===== src/rtl/qspi_mem_ctrl.sv =====
// Shared quad-SPI master: serialises one CPU read/write at a time onto the
// flash/PSRAM bus (shared SCLK and IO, separate chip selects).
`timescale 1ns/1ps
module qspi_mem_ctrl #(
   parameter int FLASH_DUMMY = 8,
   parameter int PSRAM_DUMMY = 6,
   parameter int CS_HIGH_MIN = 2
) (
   input  logic        clk,
   input  logic        rst_n,
   input  logic        req_valid,
   output logic        req_ready,
   input  logic        req_sel,
   input  logic        req_we,
   input  logic [1:0]  req_size,
   input  logic [23:0] req_addr,
   input  logic [31:0] req_wdata,
   output logic        resp_valid,
   output logic        resp_err,
   output logic [31:0] resp_rdata,
   output logic        flash_cs_n,
   output logic        ram_cs_n,
   output logic        sclk,
   output logic [3:0]  io_out,
   output logic [3:0]  io_oe,
   input  logic [3:0]  io_in
);

   typedef enum logic [2:0] {IDLE, CMD, ADDR, DUMMY, DATA, CSGAP} state_t;

   state_t      state, state_d;
   logic        phase_h, phase_h_d;
   logic [7:0]  cnt, cnt_d;
   logic [7:0]  gap, gap_d;
   logic        sel, sel_d, we, we_d;
   logic [2:0]  nbytes, nbytes_d;
   logic [7:0]  cmd, cmd_d;
   logic [23:0] addr, addr_d;
   logic [31:0] wdata, wdata_d, rdata, rdata_d;
   logic        resp_valid_d, resp_err_d, flash_cs_n_d, ram_cs_n_d, sclk_d;
   logic [31:0] resp_rdata_d;
   logic [3:0]  io_out_d, io_oe_d;
   logic [7:0]  phase_len, dummy_len;
   logic [10:0] sh;
   logic [7:0]  new_cmd;
   state_t      nxt;

   // Value driven on IO for bit/nibble i of a phase.
   function automatic logic [3:0] drive_nib(state_t s, logic [7:0] i, logic [7:0] c,
                                            logic [23:0] a, logic [31:0] w, logic wr);
      logic [7:0] b;
      drive_nib = 4'h0;
      b = 8'(w >> (32'd8 * 32'(i[7:1])));
      case (s)
         CMD:     drive_nib = {3'b000, 1'(c >> (32'd7 - 32'(i)))};
         ADDR:    drive_nib = 4'(a >> (32'd20 - 32'd4 * 32'(i)));
         DATA:    drive_nib = !wr ? 4'h0 : (i[0] ? b[3:0] : b[7:4]);
         default: drive_nib = 4'h0;
      endcase
   endfunction

   function automatic logic [3:0] oe_for(state_t s, logic wr);
      case (s)
         CMD:     oe_for = 4'b0001;
         ADDR:    oe_for = 4'b1111;
         DATA:    oe_for = wr ? 4'b1111 : 4'b0000;
         default: oe_for = 4'b0000;
      endcase
   endfunction

   assign req_ready = (state == IDLE);

   always_comb begin
      dummy_len = sel ? 8'(PSRAM_DUMMY) : 8'(FLASH_DUMMY);
      case (state)
         CMD:     phase_len = 8'd8;
         ADDR:    phase_len = 8'd6;
         DUMMY:   phase_len = dummy_len;
         DATA:    phase_len = {4'b0000, nbytes, 1'b0};
         default: phase_len = 8'd1;
      endcase
   end

   always_comb begin
      state_d      = state;
      phase_h_d    = phase_h;
      cnt_d        = cnt;
      gap_d        = gap;
      sel_d        = sel;
      we_d         = we;
      nbytes_d     = nbytes;
      cmd_d        = cmd;
      addr_d       = addr;
      wdata_d      = wdata;
      rdata_d      = rdata;
      resp_valid_d = 1'b0;
      resp_err_d   = resp_err;
      resp_rdata_d = resp_rdata;
      flash_cs_n_d = flash_cs_n;
      ram_cs_n_d   = ram_cs_n;
      sclk_d       = sclk;
      io_out_d     = io_out;
      io_oe_d      = io_oe;
      new_cmd      = req_we ? 8'h38 : 8'hEB;
      nxt          = IDLE;
      sh           = {1'b0, cnt[7:1], 3'b000} + (cnt[0] ? 11'd0 : 11'd4);
      case (state)
         IDLE: if (req_valid) begin
            if (!req_sel && req_we) begin
               // flash is read-only: reject without touching the bus
               resp_valid_d = 1'b1;
               resp_err_d   = 1'b1;
            end else begin
               sel_d        = req_sel;
               we_d         = req_we;
               addr_d       = req_addr;
               wdata_d      = req_wdata;
               cmd_d        = new_cmd;
               nbytes_d     = (req_size == 2'd0) ? 3'd1 : (req_size == 2'd1) ? 3'd2 : 3'd4;
               rdata_d      = 32'h0;
               cnt_d        = 8'd0;
               phase_h_d    = 1'b0;
               sclk_d       = 1'b0;
               flash_cs_n_d = req_sel;
               ram_cs_n_d   = !req_sel;
               io_out_d     = {3'b000, new_cmd[7]};
               io_oe_d      = 4'b0001;
               state_d      = CMD;
            end
         end
         CMD, ADDR, DUMMY, DATA: begin
            if (!phase_h) begin
               sclk_d    = 1'b1;
               phase_h_d = 1'b1;
            end else begin
               sclk_d    = 1'b0;
               phase_h_d = 1'b0;
               if (state == DATA && !we)
                  rdata_d = rdata | (32'(io_in) << sh);
               if (cnt != phase_len - 8'd1) begin
                  cnt_d    = cnt + 8'd1;
                  io_out_d = drive_nib(state, cnt + 8'd1, cmd, addr, wdata, we);
               end else begin
                  cnt_d = 8'd0;
                  case (state)
                     CMD:     nxt = ADDR;
                     ADDR:    nxt = (we || dummy_len == 8'd0) ? DATA : DUMMY;
                     DUMMY:   nxt = DATA;
                     default: nxt = CSGAP;
                  endcase
                  if (nxt == CSGAP) begin
                     flash_cs_n_d = 1'b1;
                     ram_cs_n_d   = 1'b1;
                     io_out_d     = 4'h0;
                     io_oe_d      = 4'h0;
                     resp_valid_d = 1'b1;
                     resp_err_d   = 1'b0;
                     if (!we) resp_rdata_d = rdata_d;
                     gap_d        = 8'd0;
                     state_d      = (CS_HIGH_MIN > 1) ? CSGAP : IDLE;
                  end else begin
                     io_out_d = drive_nib(nxt, 8'd0, cmd, addr, wdata, we);
                     io_oe_d  = oe_for(nxt, we);
                     state_d  = nxt;
                  end
               end
            end
         end
         CSGAP: begin
            // the IDLE cycle itself is the last CS-high cycle before the next accept
            if (int'(gap) + 2 >= CS_HIGH_MIN) state_d = IDLE;
            else gap_d = gap + 8'd1;
         end
         default: state_d = IDLE;
      endcase
   end

   always_ff @(posedge clk or negedge rst_n) begin
      if (!rst_n) begin
         state      <= IDLE;
         phase_h    <= 1'b0;
         cnt        <= 8'd0;
         gap        <= 8'd0;
         sel        <= 1'b0;
         we         <= 1'b0;
         nbytes     <= 3'd0;
         cmd        <= 8'h0;
         addr       <= 24'h0;
         wdata      <= 32'h0;
         rdata      <= 32'h0;
         resp_valid <= 1'b0;
         resp_err   <= 1'b0;
         resp_rdata <= 32'h0;
         flash_cs_n <= 1'b1;
         ram_cs_n   <= 1'b1;
         sclk       <= 1'b0;
         io_out     <= 4'h0;
         io_oe      <= 4'h0;
      end else begin
         state      <= state_d;
         phase_h    <= phase_h_d;
         cnt        <= cnt_d;
         gap        <= gap_d;
         sel        <= sel_d;
         we         <= we_d;
         nbytes     <= nbytes_d;
         cmd        <= cmd_d;
         addr       <= addr_d;
         wdata      <= wdata_d;
         rdata      <= rdata_d;
         resp_valid <= resp_valid_d;
         resp_err   <= resp_err_d;
         resp_rdata <= resp_rdata_d;
         flash_cs_n <= flash_cs_n_d;
         ram_cs_n   <= ram_cs_n_d;
         sclk       <= sclk_d;
         io_out     <= io_out_d;
         io_oe      <= io_oe_d;
      end
   end

endmodule

===== config.mk =====
export PLATFORM = sky130hd
export DESIGN_NAME = qspi_mem_ctrl
export DESIGN_NICKNAME = d
export VERILOG_FILES = /design/src/rtl/qspi_mem_ctrl.sv
export SDC_FILE = /design/constraint.sdc
export NUM_CORES = 1
export LEC_CHECK = 0
export ABC_CLOCK_PERIOD_IN_PS = 4400
export CAP_MARGIN = 20
export CORE_MARGIN = 1.5
export CORE_UTILIZATION = 59
export DETAILED_ROUTE_END_ITERATION = 8
export PLACE_DENSITY_LB_ADDON = 0.25
export SYNTH_ARGS = -nofsm -noshare
export SYNTH_HDL_FRONTEND = slang
export SYNTH_SLANG_ARGS = --single-unit

===== constraint.sdc =====
create_clock -name clk -period 4.4 [get_ports clk]
set_input_delay 0.88 -clock clk [delete_from_list [all_inputs] [get_ports clk]]
set_output_delay 0.88 -clock clk [all_outputs]
set_load 0.01 [all_outputs]

==> implementation parameters, run 1 <==
Parameter                              Value

Timing
  Setup repair after global routing missed its margin    no
  Final worst-path cycle share    0.763
  Number of endpoints with negative hold slack in the final report    0
  Max Clk Rate    298 MHz
  Setup TNS after final layout    0 ns
  Clock Skews    0.0110 ns
  Max Transition Viols Final    0
  Hold Slack    0.472 ns
  Slew headroom    0.381
  Slew at the pin closest to its max-slew limit    approximately 0.93 ns
  Final period demand of the worst path    about 3.4 ns
  Final setup vio count    0

Clock tree
  Clock Pin Slew Worst Setup and Hold Paths    0.06 ns
  Hold bufs inserted after CTS    0
  H-tree depth    4
  Maximum clock path buffer count    2
  Number of clock sinks    ~160
  Cts bufs inserted    17
  CTS-repair resized insts    0
  TritonCTS clock tree    yes
  Latest clock arrival within the worst-skew pair    approximately 0.43 ns
  Number of post-CTS setup repair buffers    0
  Clock Tree Root    sky130_fd_sc_hd__clkbuf_16

Route
  Vias post-DR    roughly 6,400
  Routed length per instance    about 16 um
  DRC    0
  Iter 0 DRT Violations    around 500
  Final wirelength    roughly 18,000 um
  First-pass detailed-route iteration total    6
  Vias/cell    around 5.6
  Antenna-violating nets left    0

Layout
  Filler cell count in the final layout    between 900 and 1,000
  P&R area growth vs syn    22.6%
  Count of placed standard cells in the final layout, fillers left out    around 1,100
  Antenna fix cells    0
  Combined flip-flop and latch cell area    approximately 4000 um^2
  Post-route cell area    around 9400 um^2
  Share of post-route cells with drive strength above 1    0.0988
  Multi-input gate area in the final layout    3430 um^2
  Net count of the finished layout    ~1,000

Critical path
  Biggest cell delay along the critical path    a little over 0.7 ns
  Worst endpoint required time    approximately 3.5 ns
  Type of the setup path with the least slack    reg2out
  Maximum fanout along the worst path    31
  Critical-path top delay cell    sky130_fd_sc_hd__dfrtp_1
  Arrival @ worst endpoint    between 2 and 2.5 ns
  Reg2Reg Depth    12
  Origin of the critical flop-to-flop path    state[0]
  CP Cell Sequence    nor3_2 > clkdlybuf4s50_1
  Type of destination of the critical path    output port
  End of the worst register-to-register path    flash_cs_n
  Kind of cell with the highest combined delay on the critical path    flip-flops
  Startpoint of the most critical setup path    state[1]
  Startpoint type of the worst setup path    flip-flop
  Slack of the worst reg-to-reg path    1.14 ns
  CP Buf/Inv Count    1

Placed design
  Port-buffer cells    approximately 110
  Cell Count Post-Placement    between 1,000 and 1,500
  Final Wtd Congestion    0.889
  DP HPWL    12,300 um
  Instance area after placement    roughly 9000 um^2

Die
  Starting utilization of the core area    0.608
  Core area    12,700 um^2
  X dimension of the die    117 um
  Die height    around 120 um
  Floorplan die area    approximately 14,000 um^2
  Site Rows    41
  Number of primary I/O pins    ~110

Logic synthesis
  Post-synthesis instance area    7710 um^2
  Sequential area share after synthesis    0.510
  Count leader, synth    sky130_fd_sc_hd__nand2_1
  Most used DFF post-synth    sky130_fd_sc_hd__dfrtp_1
  Mean instance size in the synthesized netlist    roughly 8.9 um^2
  Total nets after synthesis    approximately 940
  Leading area contributor after synthesis    sky130_fd_sc_hd__dfrtp_1
  Synth area leaders    sky130_fd_sc_hd__dfrtp_1 (50%), sky130_fd_sc_hd__nand2_1 (11%), sky130_fd_sc_hd__nor2_1 (4.8%)
  Synth cell types    between 70 and 80
  Commonest cells in the netlist    sky130_fd_sc_hd__nand2_1 (233), sky130_fd_sc_hd__dfrtp_1 (155), sky130_fd_sc_hd__nor2_1 (99)
  Proportion of register bits with asynchronous set or reset after synthesis    1.00
  Post-synth EDFFs    0
  Gate Count Post-Synth    approximately 860
  Post-synthesis register bit count    roughly 160
  Post-synth top area share    0.503
  Total number of yosys warnings    0

Pwr
  Power per cell area    roughly 620 nW/um^2
  Leakage power    4.17 nW
  Peak supply drop    0.372 mV
  Tot Pwr    between 5 and 6 mW

Worst hold path
  Hold Path Origin    addr[4]
  Sink of the worst hold path    addr[4]
  Hold Path Cell Cnt    2
  Worst hold-check path type    reg2reg

GRT
  Final global-route overflow total    0
  Initial antenna violation count    0
  Pin count of the biggest net entering global routing    92
  Number of global-route vias before repair    around 6,300
  First-pass GRT wire length    about 30,000 um
  Total routing usage reported by global routing    0.278

Status
  Run status    complete, no violations

Flow run
  Max-capacitance violation count    0
-- kinds of logic after synthesis --
group,synth area share
and+or+nand+nor,0.247
AOI/OAI and AO/OA,0.160
DFF,0.510
buffers and inverters,0.0450
xor gates and xnor gates,0.0102
muxes,0.0169
adders and majority gates,0.0114
-- worst min-delay path, delay by kind of cell, from the launching register on --
kind	cells	cell delay, ns
flops	1	0.34
simple gates	2	0.11
-- report_power, final --
| part | total [mW] | internal (mW) | switching [mW] |
|---|---|---|---|
| registers | 2.17 | 1.80 | 0.369 |
| logic | 2.29 | 0.897 | 1.40 |
| clock network | 1.41 | 0.858 | 0.552 |
| total | 5.87 | 3.55 | 2.32 |
-- metrics by stage --
| stage | worst slack [ns] | utilization |
|---|---|---|
| finish | 1.04 | 0.746 |
| CTS | 1.09 | 0.746 |
| global placement | 1.33 | 0.701 |
| global route | 0.899 | 0.746 |
| floorplan | 1.51 | - |
| detailed placement | 1.24 | 0.701 |
-- cell usage in the layout, fill, tap and decap left out, drive strengths merged, types with 5 or more instances in the layout --
cell	n
inv	13
and2	10
nor3	12
clkinv	5
a21oi	89
dfrtp	155
nor2	107
a211oi	12
nor2b	8
buf	14
nand4	9
a31oi	19
ha	7
xnor2	6
clkdlybuf4s50	111
nand3	16
o21ai	19
clkbuf	24
nand2b	7
nand2	233
-- sequential cells by signal, summed over array words and instances (netlist names), 2 cells and up --
name,flops
addr,24
state,3
cmd,3
io_oe,2
cnt,8
resp_rdata,32
nbytes,3
io_out,4
wdata,32
gap,8
rdata,32
-- metal layers --
| layer | share of wire | GRT usage | up-vias |
|---|---|---|---|
| met5 | 0 | 0 | - |
| met4 | 0.027 | 0.136 | 0 |
| met3 | 0.062 | 0.0535 | 40 |
| met2 | 0.49 | 0.448 | 262 |
| met1 | 0.42 | 0.365 | 2966 |
| li1 | - | - | 3108 |
-- area by class of cell --
type                            count  share of cell area
Tap cell                          172              0.0228
Inverter                           13             0.00516
Clock buffer                       24              0.0499
Sequential cell                   157               0.416
Timing Repair Buffer              125               0.133
Multi-Input combinational cell    636               0.364
Clock inverter                      7             0.00940
-- worst max path at each step --
stage / to / slack (ns) / cells past startpoint
2_1_floorplan: resp_rdata[5] / 1.51 / 13
3_3_place_gp: rdata[3] / 1.33 / 8
3_5_place_dp: state[1] / 1.24 / 12
4_1_cts: req_ready / 1.09 / 2
5_1_grt: req_ready / 0.90 / 2
6_report: req_ready / 1.04 / 2
No activity file was read; power rests on OpenSTA's default activity.
==> inputs of run 2 (changes only) <==
--- a/config.mk
+++ b/config.mk
@@ -5,10 +5,10 @@
 export SDC_FILE = /design/constraint.sdc
 export NUM_CORES = 1
 export LEC_CHECK = 0
-export ABC_CLOCK_PERIOD_IN_PS = 4400
+export ABC_CLOCK_PERIOD_IN_PS = 2800
 export CAP_MARGIN = 20
 export CORE_MARGIN = 1.5
-export CORE_UTILIZATION = 59
+export CORE_UTILIZATION = 49
 export DETAILED_ROUTE_END_ITERATION = 8
 export PLACE_DENSITY_LB_ADDON = 0.25
 export SYNTH_ARGS = -nofsm -noshare
==> constraint.sdc (replaced) <==
create_clock -name clk -period 2.8 [get_ports clk]
set_input_delay 0.56 -clock clk [delete_from_list [all_inputs] [get_ports clk]]
set_output_delay 0.56 -clock clk [all_outputs]
set_load 0.01 [all_outputs]
==> implementation parameters, run 2 (same netlist as run 1, synthesis figures left out) <==
Parameter                              Value

Pwr
  Leakage power    4.37 nW (+4.8%)
  Peak supply drop    0.658 mV (+77%)
  Power per cell area    989 nW/um^2 (+59%)

GRT
  Met2 track demand over resource in global routing    0.394 (-0.0537)
  Initial antenna violation count    0 (unchanged)
  First-pass GRT wire length    31,500 um (+2.8%)
  Pin count of the biggest net entering global routing    93 (+1.1%)
  Total routing usage reported by global routing    0.245 (-0.0336)
  Final global-route overflow total    0 (unchanged)
  Met3 GRT Util    0.0574 (+0.00388)
  Most heavily used metal layer in global routing    met2
  Number of global-route vias before repair    6,257 (-0.60%)
  Met1 usage in global routing    0.329 (-0.0358)

Layout
  Net count of the finished layout    1,058 (+3.3%)
  P&R area growth vs syn    28.0%
  Post-route cell area    9860 um^2 (+4.4%)
  Most frequent cells in the layout    sky130_fd_sc_hd__nand2_1 (232), sky130_fd_sc_hd__dfrtp_1 (154), sky130_fd_sc_hd__clkdlybuf4s50_1 (111)
  Biggest regs    rdata: 32 flops, resp_rdata: 32 flops, wdata: 32 flops
  Filler cell count in the final layout    1,269 (+32%)
  Share of post-route cells with drive strength above 1    0.141 (+0.0427)
  Most common cell after layout, fill and taps aside    sky130_fd_sc_hd__nand2_1
  Antenna fix cells    0 (unchanged)

Clock tree
  Cts bufs inserted    17 (unchanged)
  Clock Tree Root    sky130_fd_sc_hd__clkbuf_16
  Maximum clock path buffer count    2 (unchanged)
  Number of clock sinks    157 (unchanged)
  H-tree depth    4 (unchanged)
  Latest clock arrival within the worst-skew pair    0.42 ns (about the same)
  TritonCTS clock tree    yes
  Clock Pin Slew Worst Setup and Hold Paths    0.07 ns (about the same)

Critical path
  Type of destination of the critical path    flip-flop
  Startpoint type of the worst setup path    flip-flop
  Maximum fanout along the worst path    32 (+3.2%)
  Worst endpoint required time    3.14 ns (-0.38 ns)
  Reg2Reg Depth    14 (+2)
  Arrival @ worst endpoint    3.06 ns (+0.58 ns)
  Type of the setup path with the least slack    reg2reg

Placed design
  Final Wtd Congestion    0.859 (-3.4%)
  DP HPWL    13,300 um (+7.8%)
  Port-buffer cells    112 (unchanged)
  Instance area after placement    9190 um^2 (+3.4%)

Route
  Vias post-DR    6,554 (+2.8%)
  Routed length per instance    15.9 um (-0.73%)
  Vias/cell    5.43 (-3.5%)
  First-pass detailed-route iteration total    5 (-1)
  Antenna-violating nets left    0 (unchanged)
  DRC    0 (unchanged)
  Iter 0 DRT Violations    511 (-0.58%)
  Final wirelength    19,200 um (+5.7%)

Die
  Floorplan die area    16,500 um^2 (+20%)
  Site Rows    45 (+9.8%)
  Starting utilization of the core area    0.505 (-0.103)
  Number of primary I/O pins    113 (unchanged)
  Core area    15,300 um^2 (+20%)
  Die height    128 um (+9.5%)
  X dimension of the die    128 um (+9.5%)

Timing
  Hold Slack    0.0819 ns (-0.390 ns)
  Final worst-path cycle share    0.971
  Max Transition Viols Final    0 (unchanged)
  Max Clk Rate    368 MHz
  Clock Skews    0.00911 ns (-0.00186 ns)
  Slew at the pin closest to its max-slew limit    0.851 ns (-0.0777 ns)
  Final setup vio count    0 (unchanged)
  Number of endpoints with negative hold slack in the final report    0 (unchanged)
  Setup repair after global routing missed its margin    yes
  Final period demand of the worst path    around 2.7 ns
  Slew headroom    0.428 (+0.0467)

Flow run
  Max-capacitance violation count    0 (unchanged)

Worst hold path
  Worst hold-check path type    in2async

Status
  Run status    complete, no violations
==> run 2: changes by cell type in the layout (fill, tap and decap cells not counted), moves of 3 or more <==
cell / delta
sky130_fd_sc_hd__clkinvlp_4: +3
sky130_fd_sc_hd__clkbuf_1: -5
sky130_fd_sc_hd__inv_6: +4
sky130_fd_sc_hd__buf_4: +32
==> run 2: repair_timing <==
action / CTS / global route
gates resized for setup: 1 / 9
hold buffers: 0 / 0
pin swaps: 0 / 2
setup buffers: 0 / 2
gates cloned: 0 / 1
hold endpoints to repair: 0 / 0
setup endpoints to repair: 2 / 40
==> run 2: cell type report <==
class	count	area (um^2)	share of cell area
clock inverter	15	186	0.0189
inverter	13	48.8	0.00495
multi-input combinational	636	3460	0.351
timing repair buffer	159	1540	0.156
tap	211	264	0.0268
sequential	157	3930	0.399
clock buffer	17	425	0.0431
==> run 2: worst paths after layout <==
check | from | endpoint | slack (ns)
worst max-delay path | state[2] | resp_rdata[14] | 0.08
worst min-delay path | rst_n | addr[12] | 0.08
worst max register to register | state[2] | resp_rdata[14] | 0.08
worst min register to register | addr[7] | addr[7] | 0.48
max in group asynchronous | rst_n | gap[3] | 2.05
min in group clk | addr[7] | addr[7] | 0.48
==> run 2: power breakdown <==
group	total [mW]	internal (mW)	switching [mW]	leakage [nW]
clock	2.40	1.42	0.983	0.293
sequential	3.30	2.83	0.477	1.90
combinational	4.05	1.64	2.40	2.18
==> run 2: per-layer routing <==
metal	wire (um)	part of all wire
met1	8560	0.45
met2	9120	0.48
met3	1110	0.058
met4	369	0.019
met5	0	0
==> run 2: worst max-delay path, cell delays in order, from the launching register on <==
cell	delay (ns)
sky130_fd_sc_hd__dfrtp_2	0.41
sky130_fd_sc_hd__inv_1	0.08
sky130_fd_sc_hd__nor2_1	0.17
sky130_fd_sc_hd__a21oi_1	0.10
sky130_fd_sc_hd__nor2_1	0.12
sky130_fd_sc_hd__nor2_1	0.07
sky130_fd_sc_hd__ha_1	0.31
sky130_fd_sc_hd__xnor2_1	0.15
sky130_fd_sc_hd__nor2_2	0.17
sky130_fd_sc_hd__o2111ai_4	0.18
sky130_fd_sc_hd__nor4_4	0.23
sky130_fd_sc_hd__buf_4	0.18
sky130_fd_sc_hd__clkbuf_16	0.21
sky130_fd_sc_hd__nor2_1	0.06
sky130_fd_sc_hd__a21oi_1	0.15
==> run 2: stage by stage <==
| stage | power, mW | instances | TNS (ns) | setup slack [ns] | util |
|---|---|---|---|---|---|
| after floorplan | 5.84 | 862 | 0 | 0.0507 | - |
| after global placement | 7.20 | 1173 | -0.0142 | -0.0142 | 0.602 |
| after detailed placement | 7.27 | 1173 | -0.0404 | -0.0309 | 0.602 |
| after CTS | 9.72 | 1205 | 0 | 0.0164 | 0.643 |
| after global routing | 10.4 | 1208 | -0.172 | -0.0443 | 0.646 |
| final | 9.75 | 1208 | 0 | 0.0812 | 0.646 |
==> inputs of run 3 (changes only) <==
--- a/config.mk
+++ b/config.mk
@@ -14,3 +14,4 @@
 export SYNTH_ARGS = -nofsm -noshare
 export SYNTH_HDL_FRONTEND = slang
 export SYNTH_SLANG_ARGS = --single-unit
+export TNS_END_PERCENT = 50
==> results of run 3 <==
No change in the layout: final DEF, timing and power equal those of run 2.
==> RTL edit (flow settings as in run 3) <==
Put one more register stage on the output `resp_err`, without a reset. The value now appears one clock later. The other outputs are not delayed to match.
--- a/src/rtl/qspi_mem_ctrl.sv
+++ b/src/rtl/qspi_mem_ctrl.sv
@@ -28,6 +28,8 @@
 
    typedef enum logic [2:0] {IDLE, CMD, ADDR, DUMMY, DATA, CSGAP} state_t;
 
+   logic resp_err_s0;
+
    state_t      state, state_d;
    logic        phase_h, phase_h_d;
    logic [7:0]  cnt, cnt_d;
@@ -94,7 +96,7 @@
       wdata_d      = wdata;
       rdata_d      = rdata;
       resp_valid_d = 1'b0;
-      resp_err_d   = resp_err;
+      resp_err_d   = resp_err_s0;
       resp_rdata_d = resp_rdata;
       flash_cs_n_d = flash_cs_n;
       ram_cs_n_d   = ram_cs_n;
@@ -189,7 +191,7 @@
          wdata      <= 32'h0;
          rdata      <= 32'h0;
          resp_valid <= 1'b0;
-         resp_err   <= 1'b0;
+         resp_err_s0 <= 1'b0;
          resp_rdata <= 32'h0;
          flash_cs_n <= 1'b1;
          ram_cs_n   <= 1'b1;
@@ -209,7 +211,7 @@
          wdata      <= wdata_d;
          rdata      <= rdata_d;
          resp_valid <= resp_valid_d;
-         resp_err   <= resp_err_d;
+         resp_err_s0 <= resp_err_d;
          resp_rdata <= resp_rdata_d;
          flash_cs_n <= flash_cs_n_d;
          ram_cs_n   <= ram_cs_n_d;
@@ -219,4 +221,8 @@
       end
    end
 
+   always_ff @(posedge clk) begin
+      resp_err <= resp_err_s0;
+   end
+
 endmodule
Behaviour: not the same (a bounded check fails within 4 cycles, from zero or initial values and one cycle with rst_n low).
==> RTL edit against run 3 <==
The flow now finishes with violations (negative setup slack). Total power is 11% lower. Worst setup slack worse by 0.085 ns. Highest routed layer unchanged. Area after synthesis is 0.81% lower. Routed wire length is 0.70% higher. Count of clock-buffer cells in the layout is 2 higher. Critical path depth is 9 lower. Global-route usage is 0.56 points higher. Cell count is 6.0% lower. Sequential cell count is 1 higher. Cell area is 1.6% lower.
==> RTL edit: results (changes against run 3) <==
- vias: 6,382, was 6,554
- Cell Area, Placed: 9100 um^2, was 9190 um^2
- Worst Path Max Fanout: 8, was 32
- worst IR drop on VDD: 0.593 mV, was 0.658 mV
- sequential fraction of the synthesis area: 51.7%, was 51.0%
- fraction of registers with async set/reset: 99.4%, was 100%
- sw power: 0.00319 W, was 0.00386 W
- Most used DFF post-synth: sky130_fd_sc_hd__dfrtp_1, unchanged
- overall fraction of global-route tracks in use: 25.1%, was 24.5%
- worst slew margin relative to its limit: 53.5%, was 42.8%
- global placer's final weighted congestion: 0.902, was 0.859
- count of endpoints failing setup in the final report: 1, was 0
- fin worst setup slack: -0.00350 ns, was 0.0812 ns
- standby leakage power: 4.59 nW, was 4.37 nW
- violations in the final reports: negative setup slack
- signal arrival time at the worst endpoint: 2.24 ns, was 3.06 ns
- final-layout worst hold slack: 0.147 ns, was 0.0819 ns
- number of DRC markers in iteration 0: 450, was 511
- estimated wirelength of the detail-placed design: 13.3 mm, about the same
- Synthesized Nets: 899, was 936
- status: finished, violations left, was complete, no violations
- first-pass GRT wire length: 32.1 mm, was 31.5 mm
- final setup TNS: -0.00350 ns, was 0 ns
- Clock Skews: 0.00969 ns, was 0.00911 ns
- top cells by area, synth: sky130_fd_sc_hd__dfrtp_1, sky130_fd_sc_hd__nand2_1, sky130_fd_sc_hd__a21oi_1, was sky130_fd_sc_hd__dfrtp_1, sky130_fd_sc_hd__nand2_1, sky130_fd_sc_hd__nor2_1
- average routed wire per standard cell: 17.0 um, was 15.9 um
- initial antenna violation count: 0, unchanged
- logic depth of the worst register-to-register path: 12, was 14
- number of library cell types mapped by synthesis: 68, was 71
- Setup crit start: state[0], was state[2]
- commonest cells in the synthesized netlist: sky130_fd_sc_hd__nand2_1, sky130_fd_sc_hd__dfrtp_1, sky130_fd_sc_hd__a21oi_1, was sky130_fd_sc_hd__nand2_1, sky130_fd_sc_hd__dfrtp_1, sky130_fd_sc_hd__nor2_1
- pin count of the biggest net entering global routing: 73, was 93
RTL edit: cell types whose count changed after synthesis, sizes merged, moves of 7 or more:
cell	delta
a22o	+20
nor2	-68
mux2	+9
o21ai	+36
nand4	-7
nand3	-8
a31oi	-11
a21oi	-27
and2	+7
a22oi	+7
RTL edit: worst max path at each step:
stage               slack (ns)  cells after the start         to
CTS                     0.0002                      5  req_ready
global route             -0.10                      5  req_ready
global placement           0.1                     13     gap[2]
floorplan                 0.07                     14     gap[2]
detailed placement       -0.01                     13     gap[2]
finish                  -0.004                      5  req_ready
RTL edit: power groups by stage:
stage          Clock (W)  Sequential, W  Combinational [W]
2_1_floorplan          0        0.00311            0.00225
3_3_place_gp           0        0.00323            0.00322
3_5_place_dp           0        0.00326            0.00327
4_1_cts          0.00220        0.00323            0.00331
5_1_grt          0.00229        0.00331            0.00365
6_report         0.00217        0.00324            0.00331
RTL edit: stage by stage:
stage                     power (W)  std cells
after floorplan             0.00535        825
after global placement      0.00646       1101
after detailed placement    0.00653       1101
after CTS                   0.00874       1136
after global routing        0.00925       1136
final                       0.00872       1136
RTL edit: cell families (layout without fill, tap and decap cells):
group	count (synthesis)	after routing	synth area share, %
muxes	27	27	5.15
xor gates and xnor gates	13	13	1.67
DFF	158	158	51.7
and+or+nand+nor	350	350	19.9
adders and majority gates	7	7	1.15
buffers and inverters	72	195	3.98
AOI/OAI and AO/OA	198	198	16.5
RTL edit: worst max-delay path: stages, from the launching register on:
cell                              delay [ns]
sky130_fd_sc_hd__dfrtp_2                0.44
sky130_fd_sc_hd__buf_4                  0.17
sky130_fd_sc_hd__or2_1                  0.34
sky130_fd_sc_hd__nor2_1                 0.18
sky130_fd_sc_hd__buf_4                  0.16
sky130_fd_sc_hd__clkdlybuf4s50_1        0.53
RTL edit: final cells by class:
type                    instances  area, um^2
flip-flops and latches        158        3950
well taps                     188         235
clock inverters                13         105
inverters                       9        36.3
repair buffers                154        1500
clock buffers                  19         453
fillers                      1245        5500
multi-input cells             595        3420
RTL edit: timing repair:
| action | CTS | global route |
|---|---|---|
| resized for setup | 2 | 5 |
| endpoints found under the hold margin | 0 | 0 |
| setup endpoints to repair | 6 | 51 |
| gates cloned | 0 | 0 |
| buffers inserted | 3 | 0 |
RTL edit: metal layers:
metal / vias to the layer above / track usage (%) / wire length (um)
li1: 3061 / - / -
met1: 3040 / 33.9 / 8410
met2: 230 / 40.1 / 9220
met3: 51 / 5.88 / 1190
met4: 0 / 8.20 / 469
met5: - / 0 / 0
